<file path="src/rtl/chunked_addsub_unit.sv">
// chunked_addsub_unit: multi-cycle adder/subtractor that processes CHUNK bits
// per clock, LSB slice first, and registers Sum/CO/OVF/Done at the end.
// Optional build macro: ADDER_SAT_EN -- clamps Sum to the signed limit on overflow.
//
// state     | meaning
// ----------+---------------------------------------------------------------
// S_IDLE    | waiting for a Run rising edge; LoadB loads B from SW
// S_COMPUTE | one CHUNK slice per clock; LoadB and Run edges are ignored
// S_DONE    | result valid and Done held; LoadB and a new start are accepted
module chunked_addsub_unit #(
    parameter int WIDTH = 16,
    parameter int CHUNK = 4
) (
    input  logic             Clk,
    input  logic             Reset,
    input  logic             LoadB,
    input  logic             Run,
    input  logic             Sub,
    input  logic [WIDTH-1:0] SW,
    output logic [WIDTH-1:0] Sum,
    output logic             CO,
    output logic             OVF,
    output logic             Busy,
    output logic             Done
);

    localparam int N     = WIDTH / CHUNK;
    localparam int CNT_W = (N > 1) ? $clog2(N) : 1;

    generate
        if ((WIDTH < 2) || ((WIDTH % CHUNK) != 0)) begin : g_bad_param
            $error("chunked_addsub_unit: WIDTH must be >= 2 and a multiple of CHUNK");
        end
    endgenerate

    typedef enum logic [1:0] {
        S_IDLE,
        S_COMPUTE,
        S_DONE
    } state_t;

    state_t             state;
    logic [WIDTH-1:0]   b_reg;
    logic [WIDTH-1:0]   a_sh;      // A, shifted right one slice per clock
    logic [WIDTH-1:0]   b_sh;      // B or ~B, shifted alongside A
    logic [WIDTH-1:0]   res;       // result assembled from the top down
    logic               carry;
    logic [CNT_W-1:0]   cnt;       // slices remaining after the current one
    logic               run_q;

    logic [CHUNK:0]     slice_sum;
    logic [WIDTH-1:0]   res_next;
    logic [WIDTH-1:0]   sum_final;
    logic               msb_cin;
    logic               ovf_next;

    // Slice adder, result assembly and overflow from the slice holding the MSB
    always_comb begin
        slice_sum = {1'b0, a_sh[CHUNK-1:0]} + {1'b0, b_sh[CHUNK-1:0]}
                  + {{CHUNK{1'b0}}, carry};
        res_next  = (res >> CHUNK) | (WIDTH'(slice_sum[CHUNK-1:0]) << (WIDTH - CHUNK));
        // carry into the MSB recovered from the MSB's sum and operand bits
        msb_cin   = slice_sum[CHUNK-1] ^ a_sh[CHUNK-1] ^ b_sh[CHUNK-1];
        ovf_next  = msb_cin ^ slice_sum[CHUNK];
`ifdef ADDER_SAT_EN
        // a wrapped negative result means positive overflow, and vice versa
        if (ovf_next) begin
            sum_final = {~res_next[WIDTH-1], {(WIDTH-1){res_next[WIDTH-1]}}};
        end else begin
            sum_final = res_next;
        end
`else
        sum_final = res_next;
`endif
    end

    // Sequencer: operand capture, slice iteration and result registers
    always_ff @(posedge Clk or posedge Reset) begin
        if (Reset) begin
            state <= S_IDLE;
            Sum   <= '0;
            CO    <= 1'b0;
            OVF   <= 1'b0;
            Busy  <= 1'b0;
            Done  <= 1'b0;
            b_reg <= '0;
            a_sh  <= '0;
            b_sh  <= '0;
            res   <= '0;
            carry <= 1'b0;
            cnt   <= '0;
            run_q <= 1'b1;     // Run held through reset must drop before a start
        end else begin
            run_q <= Run;
            case (state)
                S_IDLE, S_DONE: begin
                    if (LoadB) begin
                        b_reg <= SW;
                    end
                    if (Run && !run_q) begin
                        a_sh  <= SW;
                        b_sh  <= Sub ? ~b_reg : b_reg;   // old B when LoadB coincides
                        carry <= Sub;
                        cnt   <= CNT_W'(N - 1);
                        res   <= '0;
                        Busy  <= 1'b1;
                        Done  <= 1'b0;
                        state <= S_COMPUTE;
                    end
                end
                S_COMPUTE: begin
                    a_sh  <= a_sh >> CHUNK;
                    b_sh  <= b_sh >> CHUNK;
                    carry <= slice_sum[CHUNK];
                    res   <= res_next;
                    if (cnt == '0) begin
                        Sum   <= sum_final;
                        CO    <= slice_sum[CHUNK];
                        OVF   <= ovf_next;
                        Busy  <= 1'b0;
                        Done  <= 1'b1;
                        state <= S_DONE;
                    end else begin
                        cnt <= cnt - 1'b1;
                    end
                end
                default: state <= S_IDLE;
            endcase
        end
    end

endmodule

</file>
<file path="config.mk">
export PLATFORM = sky130hd
export DESIGN_NAME = chunked_addsub_unit
export DESIGN_NICKNAME = d
export VERILOG_FILES = /design/src/rtl/chunked_addsub_unit.sv
export SDC_FILE = /design/constraint.sdc
export NUM_CORES = 1
export LEC_CHECK = 0
export BUFFER_PORTS_ARGS = -buffer_cell sky130_fd_sc_hd__buf_4
export CAP_MARGIN = 20
export CORE_ASPECT_RATIO = 0.7
export CORE_MARGIN = 3
export CORE_UTILIZATION = 50
export DETAILED_ROUTE_END_ITERATION = 10
export PLACE_DENSITY = 0.74
export SETUP_SLACK_MARGIN = 0.05
export SLEW_MARGIN = 0
export SYNTH_ARGS = -nofsm -noshare
export SYNTH_HDL_FRONTEND = slang
export SYNTH_SLANG_ARGS = --single-unit
</file>
<file path="constraint.sdc">
create_clock -name Clk -period 5.7 [get_ports Clk]
set_input_delay 0.57 -clock Clk [delete_from_list [all_inputs] [get_ports Clk]]
set_output_delay 0.57 -clock Clk [all_outputs]
set_load 0.05 [all_outputs]
</file>
-- Yosys cells after proc, flatten, opt, wreduce, memory -nomap -nowiden
Cells that the tools add are included.
- flip-flop bits (word level): 90
- output and inout bits: 20
- logic and storage cells: 59
- $add $sub $neg: 3
- eq/ne operators: 5
- muxes and demuxes: 21
- bitwise operators: 5
- reduce and logical (&&, ||, !) cells: 12
- operator list (cell ; number):
    $pmux W16 S2 ; 3
    $mux W16 ; 4
    $not A16 Y16 ; 1
    $or A12 B16 Y16 ; 1
    $mux W2 ; 4
    $pmux W2 S2 ; 2
    $reduce_and A2 Y1 ; 4
    $ne A2 B2 Y1 const B ; 3
    $pmux W1 S2 ; 3
    $reduce_and A3 Y1 ; 2
    $add A4 B4 Y5 ; 1
    $add A5 B1 Y5 ; 1
    $mux W1 ; 5
    $logic_not A2 Y1 ; 2
    $xor A1 B1 Y1 ; 3
    $eq A2 B1 Y1 const B ; 1
    $eq A2 B2 Y1 const B ; 1
    $reduce_bool A2 Y1 ; 1
    $reduce_or A2 Y1 ; 1
    $sub A2 B1 Y2 const B ; 1
    $logic_and A1 B1 Y1 ; 1
    $logic_not A1 Y1 ; 1

-- Logic depth before layout (Yosys ltp)
Gate-level depths: netlist of the first run.
- depth after elaboration: 5
- depth in mapped cells: 8

-- Worst setup path after synthesis of the first run
No wires, ideal clock.
- path type: reg2reg
- start: register a_sh[0]
- end: register OVF
- arrival: 1.650 ns
- data required time: 5.577 ns
- path slack: 3.927 ns
- stages on the path, launching flop included: 9
- path buffers: 0
- path through: dfrtp_1 -> fa_1 -> inv_1 -> fa_1 -> nand2b_1 -> o2bb2ai_1 -> xnor2_1 -> xnor2_1 -> o21ai_1
- word-level cells in the longest chain between the ends: 5
- RTL lines (what ; line ; source):
    start: declaration ; 44 ; logic [WIDTH-1:0] a_sh;
    start signal: assignment ; 112 ; a_sh <= a_sh >> CHUNK;
    $add A4 B4 Y5 * ; 59 ; slice_sum = {1'b0, a_sh[CHUNK-1:0]} + {1'b0, b_sh[CHUNK-1:0]}
    $add A5 B1 Y5 * ; 60 ; + {{CHUNK{1'b0}}, carry};
    $xor A1 B1 Y1 (2 in series) ; 63 ; msb_cin = slice_sum[CHUNK-1] ^ a_sh[CHUNK-1] ^ b_sh[CHUNK-1];
    $xor A1 B1 Y1 * ; 64 ; ovf_next = msb_cin ^ slice_sum[CHUNK];
    end signal: assignment ; 119 ; OVF <= ovf_next;
    end: declaration ; 22 ; output logic OVF,
Mark *: on every way between the ends. The rest lies on a longest branch, timed or not.
A chain may end at the register's enable or synchronous reset.

-- Final worst setup path of the first run
Same ends and word-level chain as after synthesis.

==> results of run 1 <==
[power groups by stage]
stage	sequential [mW]	clock (mW)	combinational, mW
3_3_place_gp	1.06	0	1.15
6_report	1.06	0.436	1.18
5_1_grt	1.10	0.475	1.29
4_1_cts	1.06	0.448	1.18
3_5_place_dp	1.08	0	1.18
2_1_floorplan	1.23	0	0.725
[cell type report]
cell class	count	area share, %
repair buffers	46	8.47
multi-input cells	224	33.5
clock buffers	10	3.19
well taps	94	2.73
clock inverters	6	1.65
flip-flops and latches	86	49.9
inverters	6	0.551
[layout by cell type, fill, tap and decap left out, drive strengths merged, types with 2 or more instances in the layout]
cell type  synthesis  routed
dfrtp             85      85
nand2             64      64
buf               18      46
nor2              31      31
mux2              29      29
o21ai             26      26
xnor2             19      19
a31oi             12      12
nand3             10      10
clkbuf             4      10
a221o              9       9
a21oi              6       6
inv                6       5
ha                 4       4
clkinv             0       4
nand2b             3       3
xor2               2       2
fa                 2       2
clkinvlp           0       2
[metal layers]
metal	up-vias	GRT usage (%)	wire, um
li1	1205	-	-
met1	1207	26.6	3550
met2	53	27.3	3270
met3	4	4.60	306
met5	-	0	0
met4	0	4.11	27
[worst max-delay path by stage]
stage / endpoint / cells after the start
6_report: OVF / 8
5_1_grt: OVF / 8
4_1_cts: OVF / 8
3_5_place_dp: b_reg[4] / 3
3_3_place_gp: b_reg[2] / 3
2_1_floorplan: Busy / 1
[cell families after synthesis]
| family | after synthesis |
|---|---|
| fa+ha+maj | 6 |
| flops | 86 |
| xor+xnor | 21 |
| compound gates | 57 |
| mux | 29 |
| simple gates | 111 |
| buf+inv | 28 |
[worst max-delay path, stage by stage (launching register included)]
cell	delay [ns]
dfrtp_1	0.41
fa_1	0.45
inv_1	0.09
fa_1	0.20
nand2b_1	0.11
o2bb2ai_1	0.17
xnor2_1	0.17
xnor2_1	0.13
o21ai_1	0.07
[stage by stage]
| stage | setup slack, ns | total power [mW] | area [um2] | hold WS (ns) | utilization (%) |
|---|---|---|---|---|---|
| floorplan | 2.91 | 1.96 | 3750 | 0.440 | - |
| global route | 3.70 | 2.87 | 4310 | 0.231 | 61.6 |
| detailed placement | 3.76 | 2.25 | 4080 | 0.463 | 58.2 |
| finish | 3.79 | 2.67 | 4310 | 0.230 | 61.6 |
| global placement | 3.78 | 2.21 | 4080 | 0.455 | 58.2 |
| CTS | 3.79 | 2.69 | 4290 | 0.319 | 61.2 |
==> impl_metrics.csv, run 1 <==
group,metric,value,unit
outcome,status,"finished, final reports clean",
synthesis,yosysWarnings,0,
clock_network,ctsLongestPathBuffers,2,
clock_network,clkLatencyLatePin,0.35,ns
floorplan,die_w,109,um
synthesis,synth_compound_area_share,9.52,%
final_layout,ff_latch_area,2150,um2
synthesis,yosysTopAreaCellShare,56.8,%
critical_path,worst_setup_path_end_kind,"register",
power,clock_power_share,16.3,%
global_route,antenna_found_initial,0,
timing,fin_crit,1.91,ns
clock_network,cts_tree,"done",
floorplan,start_util,53.5,%
timing,clock_skew,0.00696,ns
final_layout,fin_nets,400,
final_layout,fillers,592,
clock_network,clk_pin_slew,0.09,ns
synthesis,async_flop_share,100,%
place,dp_hpwl,4540,um
clock_network,holdBufCountCts,0,
routing,num_vias,2469,
synthesis,synth-xor-area-share,4.91,%
critical_path,cp.required,5.92,ns
critical_path,r2r-start,"a_sh[0]",
routing,drtAntennaViolNets,0,
place,routabilityCongestion,0.768,
synthesis,synth_seq_cells,86,
synthesis,synthCells,338,
synthesis,ys_types,31,
power,power.net_switching,1.09,mW
synthesis,netlist_top_cells_count,"dfrtp_1, nand2_1, nor2_1",
place,dp.cells,455,
routing,routedWlPerCell,15.1,um
routing,wl,7150,um
synthesis,synth_fa_ha_area_share,2.40,%
floorplan,coreArea,7010,um2
synthesis,syn-num-nets,365,
power,p_seq_share,39.7,%
final_layout,drive_above_1_share,25.7,%
floorplan,dieArea,8590,um2
power,p_int,1.58,mW
synthesis,synth_simple_gate_area_share,12.2,%
timing,finalSetupViolations,0,
clock_network,cts_buffers,9,
clock_network,h-tree-depth,3,
synthesis,syn_avg_cell_area,11.1,um2
synthesis,yosys_most_used_dff,"dfrtp_1",
synthesis,synth_top_cell_by_area,"dfrtp_1",
synthesis,syn_area,3750,um2
run,drv_cap,0,
timing,tns,0,ns
timing,max_freq,523,MHz
clock_network,post_cts_buffers,0,
critical_path,reg2reg_to,"OVF",
critical_path,cp-startpoint,"a_sh[0]",
synthesis,synth-edff-count,0,
clock_network,cts_root_buffer,"clkbuf_8",
place,port_buffers,40,
timing,rsz0062_at_grt,"no",
routing,drt_first_iter_violations,126,
clock_network,cts.sinks,86,
timing,finalHoldViolCount,0,
timing,tightest_slew,0.912,ns
final_layout,multi_input_area,1440,um2
critical_path,ff2ff_path_depth,8,
power,power.density,620,nW/um2
final_layout,synthToLayoutAreaGrowth,15.1,%
power,combPwrFrac,44.0,%
critical_path,path_class,"reg2reg",
clock_network,cts_resized,0,
global_route,grt_pass1_wl,12200,um
synthesis,synth_most_common_cell,"dfrtp_1",
routing,vias_per_cell,5.23,
critical_path,r2r_slack,3.79,ns
global_route,grt_util_all_layers,18.1,%
synthesis,ys_seq_area_share,57.5,%
critical_path,arrival,2.13,ns
floorplan,io_pins,41,
final_layout,num_antenna_cells,0,
power,p_leak,2.02,nW
power,switching_share,40.7,%
synthesis,synthMuxAreaShare,9.42,%
synthesis,synth_top_family_by_area,"simple AND/OR/NAND/NOR gates",
timing,relSlewSlack,38.9,%
critical_path,critPathMaxFanout,3,
min_path,hp-class,"in2async",
final_layout,layout.cells.non_filler,472,
floorplan,die-height,78.4,um
timing,fin_crit_sh,33.5,%
critical_path,critPathLaunchType,"register",
global_route,grt_pass1_vias,2452,
synthesis,synthTopCellsByArea,"dfrtp_1, mux2_2, nand2_1",
global_route,grt_max_degree,87,
power,ir_drop,0.000300,V
floorplan,num_rows,25,
global_route,grt_overflow_total,0,
routing,drcViolationCount,0,
routing,drtPass1Iterations,4,
timing,drv_slew,0,
No activity file was read; power rests on OpenSTA's default activity.
==> run 2: changes to the inputs <==
--- a/config.mk
+++ b/config.mk
@@ -11,7 +11,7 @@
 export CORE_MARGIN = 3
 export CORE_UTILIZATION = 50
 export DETAILED_ROUTE_END_ITERATION = 10
-export PLACE_DENSITY = 0.74
+export PLACE_DENSITY = 0.76
 export SETUP_SLACK_MARGIN = 0.05
 export SLEW_MARGIN = 0
 export SYNTH_ARGS = -nofsm -noshare
==> constraint.sdc (replaced) <==
create_clock -name Clk -period 1.55 [get_ports Clk]
set_input_delay 0.155 -clock Clk [delete_from_list [all_inputs] [get_ports Clk]]
set_output_delay 0.155 -clock Clk [all_outputs]
set_load 0.05 [all_outputs]
==> run 2 against run 1 <==
The run now ends with negative setup slack left. Sequential share of layout area fell by 3.8 points. Clock skew rose by 0.0030 ns. Wire length rose by 7.7%. Via count rose by 7.2%. Clock power rose to 4.1 times the previous value. Critical path type unchanged. Critical endpoint unchanged.
==> impl_metrics.csv, run 2 (synthesis results as in run 1) <==
group,metric,value,unit
clock_network,h-tree-depth,3,
run,drv_cap,0,
routing,drtPass1Iterations,4,
final_layout,multi_input_area,1520,um2
final_layout,fillers,525,
clock_network,cts_buffers,9,
critical_path,cp-startpoint,"a_sh[0]",
power,ir_drop,0.00137,V
timing,finalHoldViolCount,0,
final_layout,final_common_cell,"dfrtp_1",
final_layout,drive_above_1_share,31.8,%
routing,drt_first_iter_violations,189,
timing,fin_ws,-0.266,ns
routing,vias_per_cell,5.33,
critical_path,critPathLaunchType,"register",
final_layout,synthToLayoutAreaGrowth,24.6,%
timing,fin_crit,1.82,ns
final_layout,num_antenna_cells,0,
global_route,grt_pass1_vias,2558,
clock_network,clkLatencyLatePin,0.37,ns
routing,num_vias,2647,
global_route,grt_overflow_total,0,
place,place_ws,-0.255,ns
clock_network,cts.sinks,86,
critical_path,cp.required,1.80,ns
critical_path,critPathMaxFanout,2,
routing,drtAntennaViolNets,0,
routing,wl,7700,um
place,port_buffers,40,
floorplan,coreArea,7010,um2
floorplan,start_util,53.5,%
place,dp_hpwl,5010,um
final_layout,ff_latch_area,2150,um2
global_route,antenna_found_initial,0,
timing,fin_crit_sh,117,%
outcome,status,"finished, violations left",
floorplan,die-height,78.4,um
global_route,grt_pass1_wl,12800,um
outcome,violations,"negative setup slack",
clock_network,ctsLongestPathBuffers,2,
floorplan,num_rows,25,
power,p_leak,2.18,nW
power,fin_total_pwr,11.0,mW
clock_network,cts_root_buffer,"clkbuf_8",
floorplan,io_pins,41,
timing,drv_slew,0,
timing,rsz0062_at_grt,"yes",
timing,finalSetupViolations,8,
place,routabilityCongestion,0.756,
critical_path,worst_setup_path_end_kind,"register",
critical_path,r2r-start,"a_sh[0]",
clock_network,cts_tree,"done",
min_path,hp-class,"in2reg",
power,power.density,2350,nW/um2
floorplan,dieArea,8590,um2
timing,max_freq,551,MHz
routing,routedWlPerCell,15.5,um
final_layout,fin_nets,425,
floorplan,die_w,109,um
min_path,holdCritStartpoint,"SW[1]",
timing,relSlewSlack,71.0,%
clock_network,clk_pin_slew,0.09,ns
timing,clock_skew,0.00992,ns
timing,holdWs,0.0327,ns
final_layout,final_cell_mix,"dfrtp_1, nand2_1, buf_4",
critical_path,path_class,"reg2reg",
critical_path,arrival,2.07,ns
routing,drcViolationCount,0,
global_route,grt_util_all_layers,19.3,%
timing,tightest_slew,0.436,ns
global_route,grt_max_degree,87,
-- run 2: cell types whose count changed in the layout (fill, tap and decap cells not counted), sizes merged --
cell	delta
buf	+18
bufinv	+1
clkinv	-4
clkinvlp	+1
dlygate4sd3	+6
inv	+3
-- run 2: metal layers --
layer	vias up	wire length [um]	GRT usage, %
met4	0	69	5.48
li1	1257	-	-
met2	68	3580	28.4
met1	1315	3550	27.5
met3	7	498	6.16
met5	-	0	0
-- run 2: through the flow --
stage / util, % / instance area (um2) / instances / setup TNS [ns]
final: 66.6 / 4670 / 497 / -1.34
after detailed placement: 61.1 / 4280 / 470 / -1.12
after floorplan: - / 3790 / 338 / -0.171
after global placement: 61.1 / 4280 / 470 / -0.600
after global routing: 66.6 / 4670 / 497 / -2.00
after CTS: 65.7 / 4610 / 495 / -1.36
-- run 2: critical path, cell delays in order (launching register included) --
cell and delay (ns):
dfrtp_1 0.41, fa_2 0.42, inv_2 0.07, fa_2 0.19
nand2b_4 0.13, o2bb2ai_4 0.13, xnor2_2 0.13, xnor2_1 0.14
o21ai_1 0.07
-- run 2: final timing paths --
check,end,slack [ns],depth (start not counted)
min in group asynchronous,b_reg[12],0.46,4
max reg2reg,OVF,-0.27,8
max in group asynchronous,b_reg[3],0.75,4
max,OVF,-0.27,8
min,b_reg[1],0.03,2
min reg2reg,cnt[0],0.48,1
-- run 2: timing repair --
action,in CTS,in global routing
gates resized for setup,6,11
setup endpoints to repair,15,26
setup buffers,3,3
hold buffers,6,0
pin swaps,4,3
gates cloned,0,1
hold endpoints to repair,90,0
-- run 2: layout make-up --
type,instances,share of cell area (%)
Clock buffer,9,2.65
Clock inverter,7,2.22
Inverter,6,0.563
Multi-Input combinational cell,224,32.6
Sequential cell,86,46.1
Tap cell,94,2.52
Timing Repair Buffer,71,13.3
-- run 2: power breakdown --
group	total, mW	switching, mW	internal, mW
Sequential	3.94	0.689	3.25
Combinational	5.24	2.87	2.37
Clock	1.78	0.849	0.929
